===== config.mk =====
export PLATFORM = sky130hd
export DESIGN_NAME = uart_rx
export DESIGN_NICKNAME = d
export VERILOG_FILES = /design/src/rtl/uart_rx.sv
export SDC_FILE = /design/constraint.sdc
export NUM_CORES = 1
export LEC_CHECK = 0
export ABC_AREA = 1
export CAP_MARGIN = 30
export CORE_AREA = 2 2 70 72
export CTS_CLUSTER_SIZE = 25
export DETAILED_ROUTE_END_ITERATION = 8
export DIE_AREA = 0 0 72 74
export GPL_TIMING_DRIVEN = 0
export PLACE_DENSITY = 0.75
export REMOVE_ABC_BUFFERS = 1
export SYNTH_ARGS = -nofsm -noshare
export SYNTH_HDL_FRONTEND = slang
export SYNTH_SLANG_ARGS = --single-unit
export TNS_END_PERCENT = 30

===== constraint.sdc =====
create_clock -name hwclk -period 2.2 [get_ports hwclk]
set_clock_uncertainty 0.15 [all_clocks]
set_input_delay 0.22 -clock hwclk [delete_from_list [all_inputs] [get_ports hwclk]]
set_output_delay 0.22 -clock hwclk [all_outputs]
set_load 0.05 [all_outputs]

===== src/rtl/uart_rx.sv =====
// 8N1 UART receiver: 2-flop synchronizer, mid-bit sampling from a baud counter,
// valid/ready byte delivery, one-cycle framing-error and overrun pulses.
module uart_rx #(
  parameter int SOURCE_CLK = 12000000,
  parameter int TARGET_CLK = 9600,
  parameter int DATA_BITS  = 8
) (
  input  logic                 hwclk,
  input  logic                 rst_n,
  input  logic                 ftdi_rx,
  output logic [DATA_BITS-1:0] rx_data,
  output logic                 rx_valid,
  input  logic                 rx_ready,
  output logic                 rx_busy,
  output logic                 rx_frame_err,
  output logic                 rx_overrun
);
  localparam int N    = SOURCE_CLK / TARGET_CLK;
  localparam int HALF = N / 2;
  localparam int CW   = 16;
  localparam int BW   = $clog2(DATA_BITS + 1);
  localparam logic [CW-1:0] N_M1    = CW'(N - 1);
  localparam logic [CW-1:0] HALF_M1 = CW'(HALF - 1);
  localparam logic [BW-1:0] LAST    = BW'(DATA_BITS - 1);

  typedef enum logic [2:0] {IDLE, START, DATA, STOP, WAIT_HIGH} state_t;

  state_t                 state_q, state_d;
  logic [1:0]             sync_q;
  logic                   rx_s;
  logic [CW-1:0]          cnt_q, cnt_d;
  logic [BW-1:0]          bit_q, bit_d;
  logic [DATA_BITS-1:0]   shift_q, shift_d, data_d;
  logic                   valid_d, ferr_d, ovr_d;

  assign rx_s    = sync_q[1];
  assign rx_busy = (state_q != IDLE);

  always_ff @(posedge hwclk or negedge rst_n) begin
    if (!rst_n) begin
      sync_q       <= 2'b11;
      state_q      <= IDLE;
      cnt_q        <= '0;
      bit_q        <= '0;
      shift_q      <= '0;
      rx_data      <= '0;
      rx_valid     <= 1'b0;
      rx_frame_err <= 1'b0;
      rx_overrun   <= 1'b0;
    end else begin
      sync_q       <= {sync_q[0], ftdi_rx};
      state_q      <= state_d;
      cnt_q        <= cnt_d;
      bit_q        <= bit_d;
      shift_q      <= shift_d;
      rx_data      <= data_d;
      rx_valid     <= valid_d;
      rx_frame_err <= ferr_d;
      rx_overrun   <= ovr_d;
    end
  end

  always_comb begin
    state_d = state_q;
    cnt_d   = cnt_q;
    bit_d   = bit_q;
    shift_d = shift_q;
    data_d  = rx_data;
    // a handshake retires the held byte unless a new one loads below
    valid_d = rx_valid && !rx_ready;
    ferr_d  = 1'b0;
    ovr_d   = 1'b0;
    case (state_q)
      IDLE: if (!rx_s) begin
        state_d = START;
        cnt_d   = '0;
      end
      START: begin
        if (cnt_q == HALF_M1) begin
          cnt_d = '0;
          bit_d = '0;
          state_d = rx_s ? IDLE : DATA;
        end else cnt_d = cnt_q + CW'(1);
      end
      DATA: begin
        if (cnt_q == N_M1) begin
          shift_d = {rx_s, shift_q[DATA_BITS-1:1]};
          cnt_d   = '0;
          bit_d   = bit_q + BW'(1);
          if (bit_q == LAST) state_d = STOP;
        end else cnt_d = cnt_q + CW'(1);
      end
      STOP: begin
        if (cnt_q == N_M1) begin
          cnt_d = '0;
          if (rx_s) begin
            state_d = IDLE;
            if (!rx_valid || rx_ready) begin
              data_d  = shift_q;
              valid_d = 1'b1;
            end else ovr_d = 1'b1;
          end else begin
            // wait out a held-low line so a break is not seen as many starts
            ferr_d  = 1'b1;
            state_d = WAIT_HIGH;
          end
        end else cnt_d = cnt_q + CW'(1);
      end
      WAIT_HIGH: if (rx_s) state_d = IDLE;
      default: state_d = IDLE;
    endcase
  end
endmodule

# [After elaboration in Yosys (flattened, before gate mapping)]
# Index checks and enable logic that the tools add are counted.
[op_classes] n_addsub=2 n_eq_ne=13 muxes=27 reduce_logical=14
[ops] cell="16-bit two-way mux" count=3
[ops] cell="16-bit one-hot mux with 3 select lines" count=1
[ops] cell="3-bit two-way mux" count=7
[ops] cell="16-bit by 1-bit adder with 16-bit output (second input constant)" count=1
[ops] cell="16-bit by 10-bit equality test with 1-bit output (second input constant)" count=1
[ops] cell="16-bit by 11-bit equality test with 1-bit output (second input constant)" count=1
[ops] cell="3-bit one-hot mux with 5 select lines" count=1
[ops] cell="2-bit != test (second input constant)" count=6
[ops] cell="1-bit two-way mux" count=11
[ops] cell="4-bit two-way mux" count=2
[ops] cell="4-bit one-hot mux with 2 select lines" count=1
[ops] cell="3-bit by 2-bit equality test with 1-bit output (second input constant)" count=2
[ops] cell="6-bit AND reduction" count=1
[ops] cell="3-bit nonzero test" count=2
[ops] cell="4-bit by 1-bit adder with 4-bit output (second input constant)" count=1
[ops] cell="4-bit by 3-bit equality test with 1-bit output (second input constant)" count=1
[ops] cell="2-bit AND reduction" count=2
[ops] cell="4-bit AND reduction" count=1
[ops] cell="3-bit by 1-bit equality test with 1-bit output (second input constant)" count=1
[ops] cell="3-bit equality test (second input constant)" count=1
[ops] cell="3-bit zero test" count=1
[ops] cell="3-bit AND reduction" count=1
[ops] cell="1-bit zero test" count=2
[ops] cell="2-bit two-way mux" count=1
[ops] cell="4 further kinds" count=4
[word_totals] ff_bits=44 input_bits=4 elab_cells=65

# [Longest topological paths before layout]
[logic_depth] ltp_word=6 mapped_depth=11 ltp_nobuf=11

# [Least setup slack after synthesis]
# Ideal clock, no wire load.
[synth_path] path_kind="register to register" startpoint="register cnt_q[1]" endpoint="register cnt_q[6]" arrival_ns=1.282 setup_slack_ns=0.647 path_stages_with_launch=12 n_path_buf=0 cell_sequence="dfrtp_1 inv_1 ha_1 nand2_1 inv_1 nand2_1 nor2_1 nand2_1 nand2_1 nand3_1 inv_2 nor2_1"
[synth_between] elab_chain_cells=3 elab_cells_between_ends=6 cone_classes="add/sub: 1; eq/ne: 2; mux: 3"
[synth_lines] item="from (decl)" line_no="31" source="logic [CW-1:0] cnt_q, cnt_d;"
[synth_lines] item="from (signal assigned)" line_no="53" source="cnt_q <= cnt_d;"
[synth_lines] item="16-bit by 1-bit adder with 16-bit output, or another cell as far along" line_no="83, 91, 107"
[synth_lines] item="16-bit two-way mux (on tied branches)" line_no="86, 94, 79"
[synth_lines] item="16-bit one-hot mux with 3 select lines *" line_no="73" source="case (state_q)"
# Mark *: on every way between the ends. The rest lies on a longest branch, timed or not.
# A chain may end at the register's enable or synchronous reset.

# [Worst setup path in the final report]
[layout_path] startpoint="register state_q[0]" endpoint="output port rx_busy"
[layout_between] elab_chain_cells=1
[layout_lines] item="from (decl)" line_no="28" source="state_t state_q, state_d;"
[layout_lines] item="from (signal assigned)" line_no="52" source="state_q <= state_d;"
[layout_lines] item="3-bit nonzero test" line_no="37" source="assign rx_busy = (state_q != IDLE);"
[layout_lines] item="to (decl)" line_no="14" source="output logic rx_busy,"
# Every way passes these cells.

==> summary.txt <==
Outcome
  – Status: finished, final reports clean

Critical path
  – Setup CP Type: flop to output port
  – WP data required: 1830 ps
  – Critical path endpoint category: output port
  – Crit path DAT: 1580 ps
  – Crit start category: flop
  – Highest fanout seen on the critical path: 6
  – Flop-to-flop setup slack: 360 ps

Logic synthesis
  – Synth async-reset ratio: 1.00
  – Ys Warns: 0
  – Mapped Cells: 312
  – Mean Syn Cell Area: 7.84 um^2
  – Dominant cell type by area after synthesis: dfrtp_1
  – Synth top area cells: dfrtp_1, nand2_1, nor2_1
  – Post-synth EDFFs: 0
  – Seq/Total Area, Yosys: 0.451
  – Top cell type's share of synthesized area: 0.430
  – #FFs+latches synth: 44
  – Syn Std Cell Area: about 2400 um^2
  – Cell variety after synth: 28
  – Most common cell in the netlist: nand2_1
  – Ys flop type: dfrtp_1
  – Post-synth top cells: nand2_1, dfrtp_1, nor2_1, inv_1, nand3_1

Route
  – DR iter-0 viols: 133
  – Pre-Repair DR Iteration Count: 4
  – DRT antenna net count: 0
  – Routed length per placed instance: around 12 um
  – Via density: 5.23
  – Via count: a little over 2000
  – Routed wire length: 4.66 mm
  – DRC Markers: 0

Pwr
  – Max IR drop VDD: 245 uV
  – Leakage: 1.29 nW
  – P per Cell Area: 533 nW/um^2

Clock tree
  – CTS H-Tree Depth: 2
  – Cts bufs inserted: 5
  – Clock Root Buffer: clkbuf_8
  – Worst skew pair latency: ~300 ps
  – Clock Pin Slew Worst Setup and Hold Paths: 90 ps
  – Clk buf depth: 2
  – Clk sink count: 44
  – CTS tree: yes
  – Post-CTS Setup Bufs: 0

Global routing
  – Gr ovfl total: 0
  – Number of global-route vias before repair: 1945
  – Antenna violations before repair: 0
  – Largest net degree at the start of global routing: 29
  – First-pass GRT wire length: 8.47 mm
  – Total GRT Usage: 0.206

Timing
  – Final worst path period need: between 1500 and 2000 ps
  – Worst Max-Slew Pin Slew: between 500 and 600 ps
  – Pins over their slew limit: 0
  – Setup repair after global routing missed its margin: false
  – Tcrit/Tclk final: 0.886
  – Slew margin rel.: 0.622
  – Final setup vio count: 0
  – Final hold viol count: 0
  – F_max: ~510 MHz

Final layout
  – Layout cells sized above 1: 0.154
  – Ant diodes: 0
  – # nets final: roughly 340
  – Post-layout util: 0.602
  – Layout Cells excl Fill: 386
  – Area delta synth->final: 13.2%
  – Final Instance Area: 2770 um^2

Job
  – Max Cap Viol: 0

Worst hold path
  – Worst min path class: input pin to flop

Die
  – Die area: around 5300 um^2
  – Initial Utilization: 0.532
  – Die Wd: slightly above 70 um
  – Row Count: 25
  – Die H: ~74 um
  – # IOs: 16
  – Core area: roughly 4600 um^2

Placed design
  – Cell Count Post-Placement: 377
  – Final Wtd Congestion: 0.864
  – DPL Wire Length: 3.41 mm
  – Placed inst area: 2640 um^2
  – # port buffers: 15
==> per-layer routing <==
layer / GRT usage / up-vias / routed length, um
met5: 0 / - / 0
met4: 0.0922 / 0 / 80
met3: 0.0420 / 7 / 152
met2: 0.357 / 40 / 2230
met1: 0.251 / 936 / 2200
li1: - / 1035 / -
==> report_power, final <==
part	leakage [nW]	total (W)	switching (W)	internal, W
registers	0.593	0.000813	0.00000202	0.000811
clock network	0.0548	0.000637	0.000295	0.000342
logic	0.640	0.0000268	0.0000179	0.00000892
total	1.29	0.00148	0.000315	0.00116
==> kinds of logic (layout without fill, tap and decap cells) <==
family                   Yosys count  after routing  synth area share
AND/OR/NAND/NOR                  189            189             0.347
flip-flops                        44             44             0.451
buffers and inverters             40             60            0.0701
AO/OA/AOI/OAI                     30             30            0.0931
XOR/XNOR                           5              5            0.0179
adder cells (fa/ha/maj)            4              4            0.0205
==> cell usage in the layout, fill, tap and decap left out, types with 2 or more instances in the layout <==
cell type	n
dfrtp_1	42
nor2_2	5
inv_1	30
nand3_1	26
nand4_1	10
o211ai_1	2
nor2_4	2
dfstp_2	2
xor2_1	5
inv_2	5
nand2_1	91
o21ai_2	16
o21ai_0	8
nor2_1	42
nand2_2	7
clkdlybuf4s50_1	13
nor3_1	2
clkbuf_8	5
ha_1	4
==> stage by stage <==
step / setup slack, ps / total power [W] / hold WS, ps / setup TNS [ps]
2_1_floorplan: 469 / 0.000831 / -226 / 0
3_3_place_gp: -425 / 0.000853 / 197 / -17760
3_5_place_dp: 201 / 0.000856 / 22.9 / 0
4_1_cts: 181 / 0.00150 / 158 / 0
5_1_grt: 153 / 0.00153 / 167 / 0
6_report: 252 / 0.00148 / 171 / 0
==> final timing paths <==
kind | startpoint | to | depth (start not counted)
min | ftdi_rx | sync_q[0] | 1
min reg2reg | sync_q[0] | sync_q[1] | 0
min in group asynchronous | rst_n | bit_q[2] | 2
max reg2reg | cnt_q[1] | bit_q[1] | 9
max in group asynchronous | rst_n | sync_q[1] | 3
max | state_q[0] | rx_busy | 3
==> flip-flops by register name, indices dropped and copies added (netlist names) <==
name / cells
sync_q: 2
bit_q: 4
shift_q: 8
state_q: 3
rx_frame_err: 1
rx_overrun: 1
rx_data: 8
cnt_q: 16
rx_valid: 1
==> layout make-up <==
cell class | count | area, um^2
Fill cell | 427 | 1830
Inverter | 35 | 131
Clock inverter | 3 | 46.3
Tap cell | 54 | 67.6
Multi-Input combinational cell | 228 | 1180
Timing Repair Buffer | 17 | 174
Sequential cell | 44 | 1100
Clock buffer | 5 | 68.8
==> what timing repair did <==
action / in CTS / in global routing
endpoints found under the setup margin: 1 / 3
hold buffers: 1 / 0
hold endpoints to repair: 16 / 0
pin swaps: 0 / 0
gates resized for setup: 1 / 1
==> critical path, cell delays in order, from the launching register on <==
cell	delay (ps)
dfrtp_1	460
nor2_1	280
nand2_1	100
dlygate4sd2_1	430
No activity file was read; power rests on OpenSTA's default activity.
